`src/rtl/snes_pkg.sv`:
```
// rtl/snes_pkg.sv - shared SNES pad link definitions
//
// Purpose: constants and types shared by the pad emulator and the pad reader.
//   - snes_state_t : emulator frame state (IDLE / LATCHED / SHIFT / DONE)
//   - BTN_*        : bit positions of each button in the 12-bit buttons vector
//   - SNES_BITS    : number of bits in one serial frame
//   - PAD_ID_TAIL  : wire levels of bits 12..15 (standard pad ID, all high)
//   - wire_word()  : converts pressed=1 buttons to the 16 active-low wire levels
// Ports: none (package).

package snes_pkg;

  localparam int SNES_BITS = 16;

  // Bits 12..15 read back high on a standard pad.
  localparam logic [3:0] PAD_ID_TAIL = 4'b1111;

  localparam int BTN_B      = 0;
  localparam int BTN_Y      = 1;
  localparam int BTN_SELECT = 2;
  localparam int BTN_START  = 3;
  localparam int BTN_UP     = 4;
  localparam int BTN_DOWN   = 5;
  localparam int BTN_LEFT   = 6;
  localparam int BTN_RIGHT  = 7;
  localparam int BTN_A      = 8;
  localparam int BTN_X      = 9;
  localparam int BTN_L      = 10;
  localparam int BTN_R      = 11;

  typedef enum logic [1:0] {
    ST_IDLE    = 2'd0,
    ST_LATCHED = 2'd1,
    ST_SHIFT   = 2'd2,
    ST_DONE    = 2'd3
  } snes_state_t;

  // Wire levels for one frame; bit 0 is the first bit the host reads.
  function automatic logic [SNES_BITS-1:0] wire_word(input logic [11:0] pressed);
    return {PAD_ID_TAIL, ~pressed};
  endfunction

endpackage

```
`src/rtl/snes_sync_edge.sv`:
```
// rtl/snes_sync_edge.sv - multi-stage synchronizer with edge pulses
//
// Purpose: brings an asynchronous level into the clk domain and flags its
// synchronized transitions.
// Ports:
//   clk    in   system clock
//   reset  in   synchronous, active-high
//   d      in   asynchronous input level
//   level  out  synchronized level (STAGES flops after d)
//   rise   out  one-cycle pulse on a synchronized 0->1 transition
//   fall   out  one-cycle pulse on a synchronized 1->0 transition

module snes_sync_edge #(
  parameter int   STAGES    = 2,
  parameter logic RESET_VAL = 1'b0
) (
  input  logic clk,
  input  logic reset,
  input  logic d,
  output logic level,
  output logic rise,
  output logic fall
);

  logic [STAGES-1:0] chain;
  logic              prev;

  // Reset to the line's idle level so leaving reset never fakes an edge.
  always_ff @(posedge clk) begin
    if (reset) begin
      chain <= {STAGES{RESET_VAL}};
      prev  <= RESET_VAL;
    end else begin
      chain <= {chain[STAGES-2:0], d};
      prev  <= chain[STAGES-1];
    end
  end

  assign level = chain[STAGES-1];
  assign rise  = level & ~prev;
  assign fall  = ~level & prev;

endmodule

```
`src/rtl/snes_pad_emulator.sv`:
```
// rtl/snes_pad_emulator.sv - device-side SNES pad serial link
//
// Purpose: answers a host's latch/clock pair and shifts out 16 button bits.
// Ports:
//   clk            in   system clock, 50 MHz
//   reset          in   synchronous, active-high
//   latch_snes     in   host latch, asynchronous
//   clk_snes       in   host serial clock, idles high, asynchronous
//   buttons[11:0]  in   pressed = 1, index order from snes_pkg BTN_*
//   data_out_snes  out  serial data, active-low (0 = pressed)
//   busy           out  high while LATCHED or SHIFT
//   frame_done     out  one-cycle pulse after the 16th bit is shifted
//   bit_count[4:0] out  bits shifted in the current frame, 0..16

module snes_pad_emulator
  import snes_pkg::*;
#(
  parameter int   SYNC_STAGES    = 2,
  parameter int   TIMEOUT_CYCLES = 2000,
  parameter logic TAIL_LEVEL     = 1'b0
) (
  input  logic        clk,
  input  logic        reset,
  input  logic        latch_snes,
  input  logic        clk_snes,
  input  logic [11:0] buttons,
  output logic        data_out_snes,
  output logic        busy,
  output logic        frame_done,
  output logic [4:0]  bit_count
);

  localparam int TW = $clog2(TIMEOUT_CYCLES + 1);

  logic lat_s, lat_rise, lat_fall;
  logic clk_s, clk_rise, clk_fall;
  logic unused_edges;

  snes_sync_edge #(.STAGES(SYNC_STAGES), .RESET_VAL(1'b0)) u_lat_sync (
    .clk   (clk),
    .reset (reset),
    .d     (latch_snes),
    .level (lat_s),
    .rise  (lat_rise),
    .fall  (lat_fall)
  );

  snes_sync_edge #(.STAGES(SYNC_STAGES), .RESET_VAL(1'b1)) u_clk_sync (
    .clk   (clk),
    .reset (reset),
    .d     (clk_snes),
    .level (clk_s),
    .rise  (clk_rise),
    .fall  (clk_fall)
  );

  // The FSM acts on the latch level and clock rises only.
  assign unused_edges = lat_rise | lat_fall | clk_s | clk_fall;

  snes_state_t           state;
  logic [SNES_BITS-1:0]  sr;
  logic [TW-1:0]         tcnt;
  logic [SNES_BITS-1:0]  load_word;
  logic [SNES_BITS-1:0]  shifted;

  assign load_word = wire_word(buttons);
  assign shifted   = {1'b1, sr[SNES_BITS-1:1]};

  // data_out_snes is registered, so each branch drives it from the value sr
  // takes in the same edge (load_word[0] on load, sr[1] on shift).
  always_ff @(posedge clk) begin
    if (reset) begin
      state         <= ST_IDLE;
      sr            <= '1;
      tcnt          <= '0;
      data_out_snes <= 1'b1;
      busy          <= 1'b0;
      frame_done    <= 1'b0;
      bit_count     <= '0;
    end else begin
      frame_done <= 1'b0;
      if (lat_s) begin
        // Latch wins in every state, including over a simultaneous clock rise.
        state         <= ST_LATCHED;
        sr            <= load_word;
        data_out_snes <= load_word[0];
        busy          <= 1'b1;
        bit_count     <= '0;
        tcnt          <= '0;
      end else begin
        unique case (state)
          ST_IDLE: begin
            data_out_snes <= 1'b1;
            busy          <= 1'b0;
            bit_count     <= '0;
          end
          ST_LATCHED: begin
            // Latch just fell: bit 0 already sits on the wire.
            state <= ST_SHIFT;
            tcnt  <= '0;
            busy  <= 1'b1;
          end
          ST_SHIFT: begin
            if (clk_rise) begin
              tcnt      <= '0;
              sr        <= shifted;
              bit_count <= bit_count + 5'd1;
              if (bit_count == 5'(SNES_BITS - 1)) begin
                state         <= ST_DONE;
                frame_done    <= 1'b1;
                busy          <= 1'b0;
                data_out_snes <= TAIL_LEVEL;
              end else begin
                data_out_snes <= sr[1];
              end
            end else if (tcnt == TW'(TIMEOUT_CYCLES - 1)) begin
              // Host went quiet mid-frame: drop it without frame_done.
              state         <= ST_IDLE;
              tcnt          <= '0;
              busy          <= 1'b0;
              bit_count     <= '0;
              data_out_snes <= 1'b1;
            end else begin
              tcnt <= tcnt + TW'(1);
            end
          end
          ST_DONE: begin
            data_out_snes <= TAIL_LEVEL;
            busy          <= 1'b0;
          end
        endcase
      end
    end
  end

endmodule

```
`config.mk`:
```
export PLATFORM = sky130hd
export DESIGN_NAME = snes_pad_emulator
export DESIGN_NICKNAME = d
export VERILOG_FILES = /design/src/rtl/snes_pkg.sv /design/src/rtl/snes_sync_edge.sv /design/src/rtl/snes_pad_emulator.sv
export SDC_FILE = /design/constraint.sdc
export NUM_CORES = 1
export LEC_CHECK = 0
export CORE_ASPECT_RATIO = 1.4
export CORE_MARGIN = 2
export CORE_UTILIZATION = 54
export CTS_BUF_LIST = sky130_fd_sc_hd__clkbuf_16
export CTS_CLUSTER_DIAMETER = 200
export DETAILED_ROUTE_END_ITERATION = 12
export PLACE_DENSITY = 0.75
export SLEW_MARGIN = 30
export SYNTH_ARGS = -nofsm -noshare
export SYNTH_HDL_FRONTEND = slang
export SYNTH_SLANG_ARGS = --single-unit
```
`constraint.sdc`:
```
create_clock -name clk -period 2.2 [get_ports clk]
set_input_delay 0.66 -clock clk [delete_from_list [all_inputs] [get_ports clk]]
set_output_delay 0.66 -clock clk [all_outputs]
set_load 0.005 [all_outputs]
```
==> impl_metrics.py <==
metrics = {
    "sta": {
        "rsz0062_at_grt": "false",
        "finalSetupTns_ps": 0,
        "min_period_ps": 1960,
        "worstMarginPinSlew_ps": 642,
        "slew_violations": 0,
        "period_share_pct": 88.9,
        "hold_ws_ps": 404,
        "hold_viol_final": 0,
        "max_slew_margin_pct": 57.2,
        "fmax_ghz": 0.511,
        "setup_viol": 0,
        "fin_ws_ps": 243,
        "skew_ps": 5.27,
    },
    "cts": {
        "clkSlewWorstSetupHoldPaths_ps": 50,
        "cts_tree": "built",
        "ctsHtreeMaxLevel": 2,
        "insertion_delay_ps": 280,
        "clock_path_buffers": 2,
        "cts_buffers": 5,
        "cts_root_buffer": "clkbuf_16",
        "cts.sinks": 37,
    },
    "die": {
        "start_util_pct": 56.8,
        "design.core.area_mm2": 0.00312,
        "die_w_um": 52.4,
        "dieArea_mm2": 0.00377,
        "rows": 24,
        "fp.dieH_um": 71.8,
        "io_pins": 24,
    },
    "finish": {
        "final_cell_mix": "37 x dfxtp_1, 23 x clkdlybuf4s50_1, 20 x nand2_1",
        "syn_to_final_growth_pct": 21.7,
        "diodes": 0,
        "drive_gt1_share_pct": 12.7,
        "layout.nets": 245,
        "layout.cells.most_common": "dfxtp_1",
    },
    "global_routing": {
        "grt_first_pass_wirelength_um": 6130,
        "overflow": 0,
        "grt_use_met3_pct": 5.83,
        "grtUsageMet1_pct": 22.0,
        "grt_max_degree": 22,
        "antenna_found_initial": 0,
        "grt_pass1_vias": 1412,
        "grtUsageMet2_pct": 40.4,
        "grt_util_all_layers_pct": 21.6,
        "grt-busiest-layer": "met2",
    },
    "detailed_routing": {
        "drtIter0Drc": 38,
        "vias": 1419,
        "detail-route-antenna-nets": 0,
        "drt-total-wl_um": 3640,
        "dr.pass1.iters": 4,
        "viasPerCell": 5.46,
        "drc": 0,
        "wire_per_inst_um": 14.0,
    },
    "critical_path": {
        "r2r_start": "state[0]$_SDFFE_PP0P_",
        "crit_chain": "inv_1 > ha_1 > and3b_2 > mux2_2 > o21ai_0 > nand2b_1",
        "slowest_delay_ps": 440,
        "cp-end-kind": "flip-flop",
        "worstSetupPathType": "reg2reg",
        "r2r_cells": 6,
        "regToRegSetupSlack_ps": 240,
        "start_kind": "flip-flop",
        "worstPathRequired_ps": 2360,
        "cpMaxStageDelayCell": "and3b_2",
        "reg2reg_to": "sr[8]$_SDFFE_PP1P_",
        "cp_max_fo": 14,
        "crit_arrival_ps": 2120,
    },
    "power_and_ir_drop": {
        "leakagePower_uw": 0.000755,
        "vdd_drop_max_v": 0.000677,
        "p_per_area_mw_per_mm2": 752,
    },
    "placed_design": {
        "portBuffers": 23,
        "gp_congestion": 0.748,
        "hpwl_um": 2590,
        "dp_worst_setup_slack_ps": 52.7,
    },
    "run": {
        "drv_cap": 0,
    },
    "synthesis": {
        "yosys.area_share.simple_pct": 24.0,
        "synth_cell_types": 39,
        "syn_area_mm2": 0.00177,
        "muxShareOfSynthArea_pct": 7.55,
        "synth_seq_cells": 37,
        "synth_compound_area_share_pct": 11.3,
        "ys_warn_count": 0,
        "synthAdderAreaFrac_pct": 5.64,
        "yosysSeqAreaShare_pct": 41.7,
        "yosys.area_share.xor_xnor_pct": 4.94,
        "syn_inst": 200,
        "synth_top_family_by_area": "simple AND/OR/NAND/NOR gates",
        "syn_area_per_cell_um2": 8.87,
        "syn_nets": 224,
    },
    "hold_path": {
        "hold_start": "u_clk_sync.chain[0]$_SDFF_PP1_",
        "hold_end": "u_clk_sync.chain[1]$_SDFF_PP1_",
        "worstHoldPathType": "reg2reg",
        "min_path_cells": 1,
    },
    "run_status": {
        "outcome": "complete, no violations",
    },
}
==> synthesized netlist by cell type <==
| cell type | n | area, µm² |
|---|---|---|
| a211oi_1 | 2 | 15.0 |
| nor2b_1 | 4 | 25.0 |
| a2111oi_0 | 1 | 8.76 |
| o22ai_1 | 2 | 12.5 |
| a21oi_1 | 7 | 35.0 |
| a31oi_1 | 1 | 6.26 |
| inv_1 | 7 | 26.3 |
| or4_4 | 1 | 11.3 |
| buf_6 | 1 | 11.3 |
| and3_1 | 2 | 12.5 |
| nand2_1 | 20 | 75.1 |
| a21boi_1 | 1 | 7.51 |
| a211o_1 | 2 | 17.5 |
| nand3_2 | 1 | 10.0 |
| nand4_1 | 2 | 12.5 |
| nand2b_1 | 10 | 62.6 |
| buf_2 | 2 | 10.0 |
| nor4_1 | 3 | 18.8 |
| mux2i_1 | 1 | 10.0 |
| nand3_1 | 4 | 20.0 |
| or2_2 | 5 | 31.3 |
| xnor2_1 | 7 | 61.3 |
| o21a_1 | 1 | 7.51 |
| nand4bb_1 | 1 | 11.3 |
| a21boi_0 | 1 | 7.51 |
| nor3_1 | 14 | 70.1 |
| and3b_1 | 1 | 8.76 |
| nand3b_1 | 1 | 7.51 |
| nor4bb_1 | 1 | 10.0 |
| xor2_1 | 3 | 26.3 |
| ha_1 | 8 | 100 |
| dfxtp_1 | 37 | 741 |
| o32ai_1 | 1 | 8.76 |
| nor2_1 | 9 | 33.8 |
| clkbuf_1 | 10 | 37.5 |
| o21ai_0 | 13 | 65.1 |
| mux2_2 | 11 | 124 |
| a311oi_1 | 1 | 8.76 |
| or3_1 | 1 | 6.26 |
==> metal layers <==
metal	vias up	wire length (µm)	part of all wire [%]
met5	-	0	0
met4	0	38	1.0
met3	5	100	2.8
met2	18	1970	54
met1	669	1530	42
li1	727	-	-
==> sequential cells by signal (all words and copies together) (netlist names) <==
signal / flops
data_out_snes: 1
busy: 1
tcnt: 11
u_clk_sync.prev: 1
u_clk_sync.chain: 2
u_lat_sync.chain: 2
bit_count: 5
sr: 11
frame_done: 1
state: 2
==> power by group <==
group          internal, µW  switching (µW)  leakage, µW  total, µW
combinational           127             122     0.000386        249
clock                   404             245    0.0000685        649
sequential              700            24.0     0.000301        724
total                  1230             391     0.000755       1620
==> cells by family (layout without fill, tap and decap cells) <==
logic type | after synthesis | after routing
flip-flops | 37 | 37
adder cells (fa/ha/maj) | 8 | 8
multiplexers | 12 | 12
AND/OR/NAND/NOR | 80 | 80
AO/OA/AOI/OAI | 33 | 33
XOR/XNOR | 10 | 10
buffers and inverters | 20 | 41
==> worst max-delay path by stage <==
stage / end / slack (ps) / from / depth (start not counted)
detailed placement: sr[8]$_SDFFE_PP1P_ / 50 / state[0]$_SDFFE_PP0P_ / 6
global placement: sr[4]$_SDFFE_PP1P_ / 230 / state[0]$_SDFFE_PP0P_ / 6
floorplan: sr[5]$_SDFFE_PP1P_ / 220 / state[0]$_SDFFE_PP0P_ / 9
global route: tcnt[7]$_SDFFE_PP0P_ / 70 / state[0]$_SDFFE_PP0P_ / 6
CTS: sr[8]$_SDFFE_PP1P_ / 20 / state[0]$_SDFFE_PP0P_ / 6
finish: sr[8]$_SDFFE_PP1P_ / 240 / state[0]$_SDFFE_PP0P_ / 6
==> stage by stage <==
step                power (µW)  std cells  util, %  area [µm²]
floorplan                  901        200        -        1770
global placement           976        253     64.8        2020
detailed placement         986        253     64.8        2020
CTS                       1640        260     69.1        2160
global route              1690        260     69.1        2160
finish                    1620        260     69.1        2160
==> critical path: cells and delay by family, from the launching register on <==
family          cells  cell delay [ps]
compound gates      1              190
mux                 1              370
flops               1              360
buf+inv             1              110
simple gates        2              530
fa+ha+maj           1              290
==> area by class of cell <==
cell class                      count  area, µm²
Tap cell                           39       48.8
Clock inverter                      2       7.51
Fill cell                         274        965
Inverter                            7       26.3
Clock buffer                        5        125
Multi-Input combinational cell    143        950
Timing Repair Buffer               27        260
Sequential cell                    37        741
==> what timing repair did <==
item                                    CTS  global route
endpoints found under the setup margin    0             9
setup buffers                             0             0
hold endpoints to repair                  0             0
hold buffers                              0             0
resized for setup                         0             1
Note: power is estimated with default switching activity, not from simulation.
